`config.mk`:
```
export PLATFORM = sky130hd
export DESIGN_NAME = pwm_div_bank
export DESIGN_NICKNAME = d
export VERILOG_FILES = /design/src/rtl/pwm_div_pkg.sv /design/src/rtl/pwm_div_channel.sv /design/src/rtl/pwm_div_bank.sv
export SDC_FILE = /design/constraint.sdc
export NUM_CORES = 1
export LEC_CHECK = 0
export BUFFER_PORTS_ARGS = -buffer_cell sky130_fd_sc_hd__buf_2
export CAP_MARGIN = 20
export CORE_ASPECT_RATIO = 1.1
export CORE_MARGIN = 2
export CORE_UTILIZATION = 35
export CTS_BUF_LIST = sky130_fd_sc_hd__clkbuf_4 sky130_fd_sc_hd__clkbuf_8
export DETAILED_ROUTE_END_ITERATION = 16
export SYNTH_ARGS = -nofsm -noshare
export SYNTH_HDL_FRONTEND = slang
export SYNTH_SLANG_ARGS = --single-unit
```
`constraint.sdc`:
```
create_clock -name clk -period 5.1 [get_ports clk]
set_input_delay 0.255 -clock clk [delete_from_list [all_inputs] [get_ports clk]]
set_output_delay 0.255 -clock clk [all_outputs]
set_load 0.005 [all_outputs]
```
`src/rtl/pwm_div_pkg.sv`:
```
// Shared definitions for the pwm_div_bank codec timing block.
// Provides the channel mode encoding and the helper that sizes the
// channel-select field of the configuration port.
package pwm_div_pkg;

    localparam int MODE_W = 2;

    typedef enum logic [MODE_W-1:0] {
        MODE_PWM    = 2'd0,
        MODE_TOGGLE = 2'd1,
        MODE_PULSE  = 2'd2,
        MODE_OFF    = 2'd3
    } mode_t;

    // Channel-select width: at least one bit even for a single channel.
    function automatic int ch_width(input int n);
        return (n <= 2) ? 1 : $clog2(n);
    endfunction

endpackage

```
`src/rtl/pwm_div_channel.sv`:
```
// One programmable divider / PWM channel.
// Holds an active configuration that drives the counter and a pending
// (shadow) slot that is committed only at a period boundary, so the
// waveform never glitches mid-period.
// Ports:
//   clk, reset      system clock, synchronous active-high reset
//   enable          count enable; low freezes count and out, forces wrap 0
//   sync_all        restart at count 0 and commit pending configuration
//   wr              configuration write aimed at this channel
//   period, thresh  new period / threshold for the pending slot
//   mode            new output mode for the pending slot
//   out             registered waveform, a function of the current count
//   wrap            high in the last cycle of each period
module pwm_div_channel
    import pwm_div_pkg::*;
#(
    parameter int CNT_W      = 16,
    parameter int DEF_PERIOD = 10000,
    parameter int DEF_THRESH = 5000
) (
    input  logic             clk,
    input  logic             reset,
    input  logic             enable,
    input  logic             sync_all,
    input  logic             wr,
    input  logic [CNT_W-1:0] period,
    input  logic [CNT_W-1:0] thresh,
    input  mode_t            mode,
    output logic             out,
    output logic             wrap
);

    logic [CNT_W-1:0] count, act_period, act_thresh, pend_period, pend_thresh;
    mode_t            act_mode, pend_mode;
    logic             pend_valid, tog;

    logic [CNT_W-1:0] peff;
    logic             last;

    // Periods of 0 or 1 cannot produce a two-phase waveform; clamp to 2.
    assign peff = (act_period < CNT_W'(2)) ? CNT_W'(2) : act_period;
    assign last = (count == peff - CNT_W'(1));
    assign wrap = enable && (act_mode != MODE_OFF) && last;

    logic [CNT_W-1:0] n_count, n_period, n_thresh, n_pend_period, n_pend_thresh;
    mode_t            n_mode, n_pend_mode;
    logic             n_pend_valid, n_tog, n_out, apply;

    always_comb begin
        // A write in this cycle lands in the slot first, so a write that
        // coincides with the wrap is committed at that same wrap.
        n_pend_valid  = pend_valid;
        n_pend_period = pend_period;
        n_pend_thresh = pend_thresh;
        n_pend_mode   = pend_mode;
        if (wr) begin
            n_pend_valid  = 1'b1;
            n_pend_period = period;
            n_pend_thresh = thresh;
            n_pend_mode   = mode;
        end

        apply = sync_all || (n_pend_valid && (wrap || act_mode == MODE_OFF));

        n_period = act_period;
        n_thresh = act_thresh;
        n_mode   = act_mode;

        if (sync_all) begin
            n_tog = 1'b0;
        end else if (wrap) begin
            n_tog = ~tog;
        end else begin
            n_tog = tog;
        end

        if (apply && n_pend_valid) begin
            n_period     = n_pend_period;
            n_thresh     = n_pend_thresh;
            n_mode       = n_pend_mode;
            n_pend_valid = 1'b0;
            // Entering TOGGLE always starts from a low phase.
            if (n_pend_mode == MODE_TOGGLE && act_mode != MODE_TOGGLE) begin
                n_tog = 1'b0;
            end
        end

        if (apply || n_mode == MODE_OFF) begin
            n_count = '0;
        end else if (!enable) begin
            n_count = count;
        end else if (last) begin
            n_count = '0;
        end else begin
            n_count = count + CNT_W'(1);
        end

        // out is registered from the next count so that its value in any
        // cycle corresponds to the count held in that same cycle.
        case (n_mode)
            MODE_PWM:    n_out = (n_count >= n_thresh);
            MODE_TOGGLE: n_out = n_tog;
            MODE_PULSE:  n_out = (n_count == n_thresh);
            default:     n_out = 1'b0;
        endcase
    end

    always_ff @(posedge clk) begin
        if (reset) begin
            count       <= '0;
            act_period  <= CNT_W'(DEF_PERIOD);
            act_thresh  <= CNT_W'(DEF_THRESH);
            act_mode    <= MODE_PWM;
            pend_valid  <= 1'b0;
            pend_period <= '0;
            pend_thresh <= '0;
            pend_mode   <= MODE_PWM;
            tog         <= 1'b0;
            out         <= 1'b0;
        end else begin
            count       <= n_count;
            act_period  <= n_period;
            act_thresh  <= n_thresh;
            act_mode    <= n_mode;
            pend_valid  <= n_pend_valid;
            pend_period <= n_pend_period;
            pend_thresh <= n_pend_thresh;
            pend_mode   <= n_pend_mode;
            tog         <= n_tog;
            out         <= n_out;
        end
    end

endmodule

```
`src/rtl/pwm_div_bank.sv`:
```
// Bank of N_CH independent divider / PWM channels for the codec interface.
// Decodes the shared configuration port, acknowledges accepted writes and
// instantiates one pwm_div_channel per output.
// Ports:
//   clk, reset        system clock, synchronous active-high reset
//   enable            global count enable
//   sync_all          one-cycle pulse restarting every channel at count 0
//   cfg_wr, cfg_ch    write strobe and target channel (out-of-range ignored)
//   cfg_period/thresh/mode   configuration written to the pending slot
//   cfg_ack           one-cycle pulse the cycle after an accepted write
//   out, wrap         per-channel waveform and end-of-period strobe
module pwm_div_bank
    import pwm_div_pkg::*;
#(
    parameter int CNT_W      = 16,
    parameter int N_CH       = 2,
    parameter int DEF_PERIOD = 10000,
    parameter int DEF_THRESH = 5000,
    localparam int CH_W      = ch_width(N_CH)
) (
    input  logic              clk,
    input  logic              reset,
    input  logic              enable,
    input  logic              sync_all,
    input  logic              cfg_wr,
    input  logic [CH_W-1:0]   cfg_ch,
    input  logic [CNT_W-1:0]  cfg_period,
    input  logic [CNT_W-1:0]  cfg_thresh,
    input  logic [MODE_W-1:0] cfg_mode,
    output logic              cfg_ack,
    output logic [N_CH-1:0]   out,
    output logic [N_CH-1:0]   wrap
);

    localparam logic [CH_W:0] N_CH_L = (CH_W + 1)'(N_CH);

    logic accept;
    assign accept = cfg_wr && ({1'b0, cfg_ch} < N_CH_L);

    always_ff @(posedge clk) begin
        if (reset) begin
            cfg_ack <= 1'b0;
        end else begin
            cfg_ack <= accept;
        end
    end

    for (genvar g = 0; g < N_CH; g++) begin : g_ch
        pwm_div_channel #(
            .CNT_W      (CNT_W),
            .DEF_PERIOD (DEF_PERIOD),
            .DEF_THRESH (DEF_THRESH)
        ) u_ch (
            .clk      (clk),
            .reset    (reset),
            .enable   (enable),
            .sync_all (sync_all),
            .wr       (accept && (cfg_ch == CH_W'(g))),
            .period   (cfg_period),
            .thresh   (cfg_thresh),
            .mode     (mode_t'(cfg_mode)),
            .out      (out[g]),
            .wrap     (wrap[g])
        );
    end

endmodule

```
# After elaboration in Yosys (flattened, before gate mapping)
# Index checks and enable logic that the tools add are counted.
op_classes:
  n_addsub: 4
  order_cmp: 4
  n_eq_ne: 18
  muxes: 30
  n_bitwise: 3
  reduce_logical: 22
ops:
  columns: ["op", "count"]
  rows:
  - ["$mux 16", 14]
  - ["$eq 16x16->1", 4]
  - ["$add 16x1->16 const B", 2]
  - ["$ge 16x16->1", 2]
  - ["$lt 16x2->1 const B", 2]
  - ["$sub 16x1->16 const B", 2]
  - ["$eq 2x2->1 const B", 6]
  - ["$logic_and 1x1->1", 12]
  - ["$mux 1", 10]
  - ["$eq 2x1->1 const B", 4]
  - ["$mux 2", 4]
  - ["$logic_or 1x1->1", 6]
  - ["$pmux 1 s3", 2]
  - ["$logic_not 2->1", 2]
  - ["$ne 2x1->1 const B", 2]
  - ["$ne 2x2->1 const B", 2]
  - ["$reduce_or 2->1", 2]
  - ["$not 1->1", 3]
totals:
  reg_bits: 175
  in_bits: 40
  elab_cells: 102

# Longest topological paths before layout
depth:
  ltp_word: 15
  depth_mapped: 27

# By module
# Synthesis repeated with hierarchy kept, for this count alone.
hier_totals:
  hier_cells: 1046
  area_unflattened_um2: 9554.2
modules_own_cells:
  columns: ["mod", "n_inst", "cells_each", "area_per_inst_um2", "seq_area_each_um2"]
  rows:
  - ["pwm_div_channel", 2, 521, 4755.8, 1741.7]
  - ["pwm_div_bank", 1, 4, 42.5, 20.0]

# Worst setup path before layout
# Ideal clock, no wire load.
synth_path:
  kind: "reg2reg"
  start: "reg g_ch[0].u_ch.act_period[2]"
  end: "reg g_ch[0].u_ch.out"
  setup_ns: 0.125
  arrival_time_ns: 4.861
  required_time_ns: 4.975
  slack_ns: 0.115
  stages_incl_launch_ff: 23
  cell_sequence: "dfxtp_1 buf_2 or3_1 nor3_2 a21oi_1 ha_1 xnor2_1 xnor2_1 or4_1 a2111oi_0 and3_1 a41oi_2 a21oi_4 buf_6 mux2i_1 ha_1 a21o_1 a21o_1 a21oi_1 nor2_1 a2111oi_0 a31o_2 o32ai_1"
synth_between:
  elab_chain_cells: 15
  elab_cells_between_ends: 26
synth_rtl:
  columns: ["element", "line_no", "source"]
  rows:
  - ["start: declaration", "pwm_div_channel.sv:33", "logic [CNT_W-1:0] count, act_period, act_thresh, pend_period, pend_thresh;"]
  - ["start signal: assignment", "pwm_div_channel.sv:111", "act_period <= CNT_W'(DEF_PERIOD);"]
  - ["start signal: assignment", "pwm_div_channel.sv:122", "act_period <= n_period;"]
  - ["$lt 16x2->1", "pwm_div_channel.sv:41", "assign peff = (act_period < CNT_W'(2)) ? CNT_W'(2) : act_period;"]
  - ["$mux 16 (*)", "pwm_div_channel.sv:41", null]
  - ["$sub 16x1->16 (*)", "pwm_div_channel.sv:42", "assign last = (count == peff - CNT_W'(1));"]
  - ["$eq 16x16->1 (*)", "pwm_div_channel.sv:42", null]
  - ["$logic_and 1x1->1", "pwm_div_channel.sv:43", "assign wrap = enable && (act_mode != MODE_OFF) && last;"]
  - ["$logic_or 1x1->1", "pwm_div_channel.sv:63", "apply = sync_all || (n_pend_valid && (wrap || act_mode == MODE_OFF));"]
  - ["$logic_and 1x1->1", "pwm_div_channel.sv:63", null]
  - ["$logic_or 1x1->1", "pwm_div_channel.sv:63", null]
  - ["$logic_and 1x1->1", "pwm_div_channel.sv:77", "if (apply && n_pend_valid) begin"]
  - ["$mux 2", "pwm_div_channel.sv:77", null]
  - ["$eq 2x2->1", "pwm_div_channel.sv:88", "if (apply || n_mode == MODE_OFF) begin"]
  - ["$logic_or 1x1->1", "pwm_div_channel.sv:88", null]
  - ["$mux 16", "pwm_div_channel.sv:88", null]
  - ["$ge 16x16->1 / $eq 16x16->1 (equally long branches)", "pwm_div_channel.sv:101, pwm_div_channel.sv:103", null]
  - ["$pmux 1 s3 (*)", "pwm_div_channel.sv:100", "case (n_mode)"]
  - ["end signal: assignment", "pwm_div_channel.sv:130", "out <= n_out;"]
  - ["end: declaration", "pwm_div_channel.sv:29", "output logic out,"]
# Mark *: on every way between the ends. The rest lies on a longest branch, timed or not.
# A chain may end at the register's enable or synchronous reset.

# Worst setup path after layout
layout_path:
  start: "reg g_ch[0].u_ch.act_period[12]"
  end: "reg g_ch[0].u_ch.out"
# The elaborated chain is that of the path after synthesis.

==> results.txt <==
----------------------------------------------------
[Worst setup path]
  Worst-case reg-to-reg path depth ... 19
  Crit path cell chain ... or3_4, o41ai_4, ha_2, xnor2_2, xnor2_1, or4_4, a2111oi_4, and3_4, a41oi_4, a21oi_4, buf_4, buf_12, mux2i_2, ha_1, a21o_1, a21o_1, a2111oi_4, a31o_2, o32ai_1
  Data arrival time at the worst-slack endpoint ... 5410 ps
  Worst EP required ... approximately 5500 ps
  Setup crit end kind ... flop
  Worst path slowest cell ... sky130_fd_sc_hd__or4_4
  Maximum fanout along the worst path ... 7
  Worst setup path category ... reg2reg
  Critical path destination ... g_ch[0].u_ch.out
  Capture point of the worst reg-to-reg path ... g_ch[0].u_ch.out
  Element type at the critical path start ... flop
  CP max stage delay ... between 500 and 600 ps
  Worst reg-to-reg setup slack ... 40 ps
  Launch instance of the worst register-to-register path ... g_ch[0].u_ch.act_period[12]
  Start point of the critical path ... g_ch[0].u_ch.act_period[12]

[Placed design]
  Half-perimeter wire length of the detailed placement result ... about 16000 um
  Global placement routability congestion ... between 0.9 and 1
  Total cell area at the placement stage ... between 9000 and 10000 um2
  Number of port buffers ... 44

[Timing]
  Total count of hold-check failures in the final report ... 0
  Setup violations, final ... 0
  Actual transition at the worst max-transition pin ... approximately 990 ps
  Max Clock Skew ... about 12 ps
  Number of slew-limit violations in the final report ... 0
  Fraction of the cycle the final worst path needs ... 99.2%
  Shortest clock period the worst path allows after layout ... ~5100 ps
  Max-slew headroom at the worst pin ... about a third
  Highest attainable clock frequency ... roughly 0.20 GHz

[Yosys]
  Number of synthesized flops with an enable pin ... 0
  Synthesized area ... about 8800 um2
  Mean Syn Cell Area ... slightly below 9 um2
  Top cells by area in the synthesized netlist ... sky130_fd_sc_hd__dfxtp_1 (40%), sky130_fd_sc_hd__mux2i_1 (8.3%), sky130_fd_sc_hd__nor2_1 (7.9%), sky130_fd_sc_hd__ha_1 (5.1%), sky130_fd_sc_hd__nand2_1 (4.0%)
  Async set or reset register ratio after synthesis ... 0%
  Total of flip-flops plus latches after synthesis ... around 180
  Most instantiated library cell after synthesis ... sky130_fd_sc_hd__nor2_1
  Post-synth top cells ... sky130_fd_sc_hd__nor2_1 (186), sky130_fd_sc_hd__dfxtp_1 (175), sky130_fd_sc_hd__nand2_1 (94)
  Synth Flop Type ... sky130_fd_sc_hd__dfxtp_1
  Post-synthesis net count ... between 1000 and 1500
  Share of synthesized area occupied by flip-flops and latches ... around two fifths
  Number of instances in the synthesized netlist ... 1007
  Post-synth cell types ... between 60 and 70
  Most area-hungry cell type in the Yosys netlist ... sky130_fd_sc_hd__dfxtp_1
  Area share of the leading cell type in the synthesized netlist ... between 30% and 40%
  Warnings, synthesis ... 0

[Clock tree]
  Clock root buffer master ... sky130_fd_sc_hd__clkbuf_8
  CTS Buffer Depth ... 2
  CTS buffer count ... 17
  Deepest level of the CTS H-tree ... 4
  Clock transition at the registers of the reported paths ... 100 ps
  Clock Sinks ... 175
  CTS tree ... done
  Clock insertion delay at the later pin of the skew report ... about 470 ps

[Route]
  Detailed Route WL ... approximately 22000 um
  Via density per instance ... roughly 5.1
  DR pass1 iterations ... 4
  Routed len/inst ... approximately 15 um
  Starting DRT DRC Count ... 355
  Overall via count from detail_route ... between 7000 and 8000
  Post-DRT Antenna Nets ... 0
  # DRC ... 0

[Power and ir drop]
  Internal cell power ... a little under 2 mW
  Net switching power figure ... about 0.85 mW
  Relative contribution of combinational cells to total power ... about 15%
  Reg power frac ... around half
  Switching fraction of total power ... 30.1%
  Clock power frac ... between 30% and 40%
  Final Total Pwr ... between 2 and 3 mW
  P per Cell Area ... between 200 and 300 nW/um2
  Maximum ir drop on the vdd rail ... 128 uV
  Leakage ... 4.22 nW

[Finish]
  Antenna Diode Count ... 0
  Filler cell count ... between 2000 and 2500
  Signed area change from the synthesized netlist to the final layout ... 17.0%
  Layout cell share with drive strength beyond 1 ... 19.3%
  Final Net Count ... 1152
  Final standard cell area without fillers ... between 10000 and 15000 um2
  Final design utilization ... a little over two fifths

[Outcome]
  Status ... finished, final reports clean

[Global route]
  First-pass GRT wire length ... ~35000 um
  Maximum number of pins on one net before global-route repair ... 97
  Number of antenna violations at the first check in global routing ... 0
  GR Overflow Total ... 0
  Total track usage ... between 15 and 20%
  Number of global-route vias before repair ... ~7000

[Run]
  Max-capacitance violation count ... 0

[Floorplan]
  Number of placement rows ... 60
  Starting Density ... between 30% and 40%
  Width of the die ... 155 um
  Top Ports ... 45
  Overall die area ... roughly 26000 um2
  Core footprint ... roughly 25000 um2
  Height of the chip ... 170 um

[Hold path]
  Class of the tightest hold or removal check ... in2reg

----------------------------------------------------
==> how the worst min path moves through the flow <==
stage	startpoint	end	slack, ps	cells after the start
floorplan	cfg_wr	cfg_ack	380	1
global placement	g_ch[1].u_ch.pend_thresh[1]	g_ch[1].u_ch.pend_thresh[1]	470	2
detailed placement	g_ch[0].u_ch.act_thresh[8]	g_ch[0].u_ch.act_thresh[8]	470	2
CTS	cfg_period[5]	g_ch[0].u_ch.pend_period[5]	70	3
global route	cfg_wr	cfg_ack	60	2
finish	cfg_period[5]	g_ch[0].u_ch.pend_period[5]	80	3
==> kinds of logic (layout without fill, tap and decap cells) <==
group	Yosys count	count (layout)	synth area share [%]
XOR/XNOR	67	67	6.76
multiplexers	73	73	8.32
AO/OA/AOI/OAI	136	136	11.6
AND/OR/NAND/NOR	450	450	24.4
flip-flops	175	175	39.9
buffers and inverters	70	152	3.94
adder cells (fa/ha/maj)	36	36	5.13
==> power groups by stage <==
| stage | logic [mW] | clock network (mW) | registers [mW] |
|---|---|---|---|
| after floorplan | 0.274 | 0 | 1.48 |
| after global routing | 0.480 | 1.02 | 1.46 |
| after CTS | 0.407 | 0.958 | 1.45 |
| after detailed placement | 0.403 | 0 | 1.48 |
| final | 0.433 | 0.934 | 1.45 |
| after global placement | 0.398 | 0 | 1.48 |
==> registers in the layout, summed over array words and instances, names as in the netlist <==
| signal | cells |
|---|---|
| g_ch.u_ch.act_period | 32 |
| g_ch.u_ch.act_thresh | 32 |
| g_ch.u_ch.count | 32 |
| g_ch.u_ch.pend_period | 32 |
| g_ch.u_ch.pend_thresh | 32 |
| g_ch.u_ch.act_mode | 4 |
| g_ch.u_ch.pend_mode | 4 |
| g_ch.u_ch.out | 2 |
| g_ch.u_ch.pend_valid | 2 |
| g_ch.u_ch.tog | 2 |
| cfg_ack | 1 |
==> per-layer routing <==
metal | GRT usage [%] | up-vias | routed length (um)
met2 | 28.9 | 105 | 10700
li1 | - | 3623 | -
met5 | 0 | - | 0
met3 | 2.88 | 44 | 498
met1 | 20.2 | 3329 | 9710
met4 | 5.84 | 0 | 595
==> worst max-delay path: cells and delay by family, from the launching register on <==
family	cells	cell delay (ps)
buffers and inverters	2	300
DFF	1	320
adders and majority gates	2	560
muxes	1	250
and+or+nand+nor	3	1230
AOI/OAI and AO/OA	9	2050
xor gates and xnor gates	2	210
==> timing repair <==
item | in CTS | in global routing
gates resized for setup | 7 | 53
hold buffers | 0 | 0
hold endpoints to repair | 0 | 0
setup endpoints to repair | 2 | 2
buffers inserted | 1 | 9
pin swaps | 2 | 23
==> cells in the final DEF (no fill, tap or decap), types with 21 or more instances in the layout <==
cell,n
sky130_fd_sc_hd__nor2_1,184
sky130_fd_sc_hd__dfxtp_1,173
sky130_fd_sc_hd__nand2_1,92
sky130_fd_sc_hd__mux2i_1,67
sky130_fd_sc_hd__buf_4,67
sky130_fd_sc_hd__buf_2,43
sky130_fd_sc_hd__xor2_1,34
sky130_fd_sc_hd__nor2b_1,33
sky130_fd_sc_hd__ha_1,32
sky130_fd_sc_hd__xnor2_1,31
sky130_fd_sc_hd__a21oi_1,22
sky130_fd_sc_hd__nand3_1,21
==> area by class of cell <==
class / count / area [um2] / share of cell area (%)
Inverter: 7 / 26.3 / 0.256
Tap cell: 310 / 388 / 3.77
Clock buffer: 17 / 234 / 2.28
Sequential cell: 175 / 3510 / 34.1
Clock inverter: 15 / 150 / 1.46
Timing Repair Buffer: 113 / 761 / 7.40
Multi-Input combinational cell: 762 / 5210 / 50.7
==> metrics by stage <==
step,TNS [ps],instances,hold slack (ps),setup slack [ps]
CTS,0,1390,67.7,19.3
floorplan,0,1007,383,115
detailed placement,-350,1357,475,-245
finish,0,1399,82.6,38.5
global route,-142,1399,63.7,-118
global placement,-61.6,1357,470,-37.7
Power figures use the tool's default switching activity.
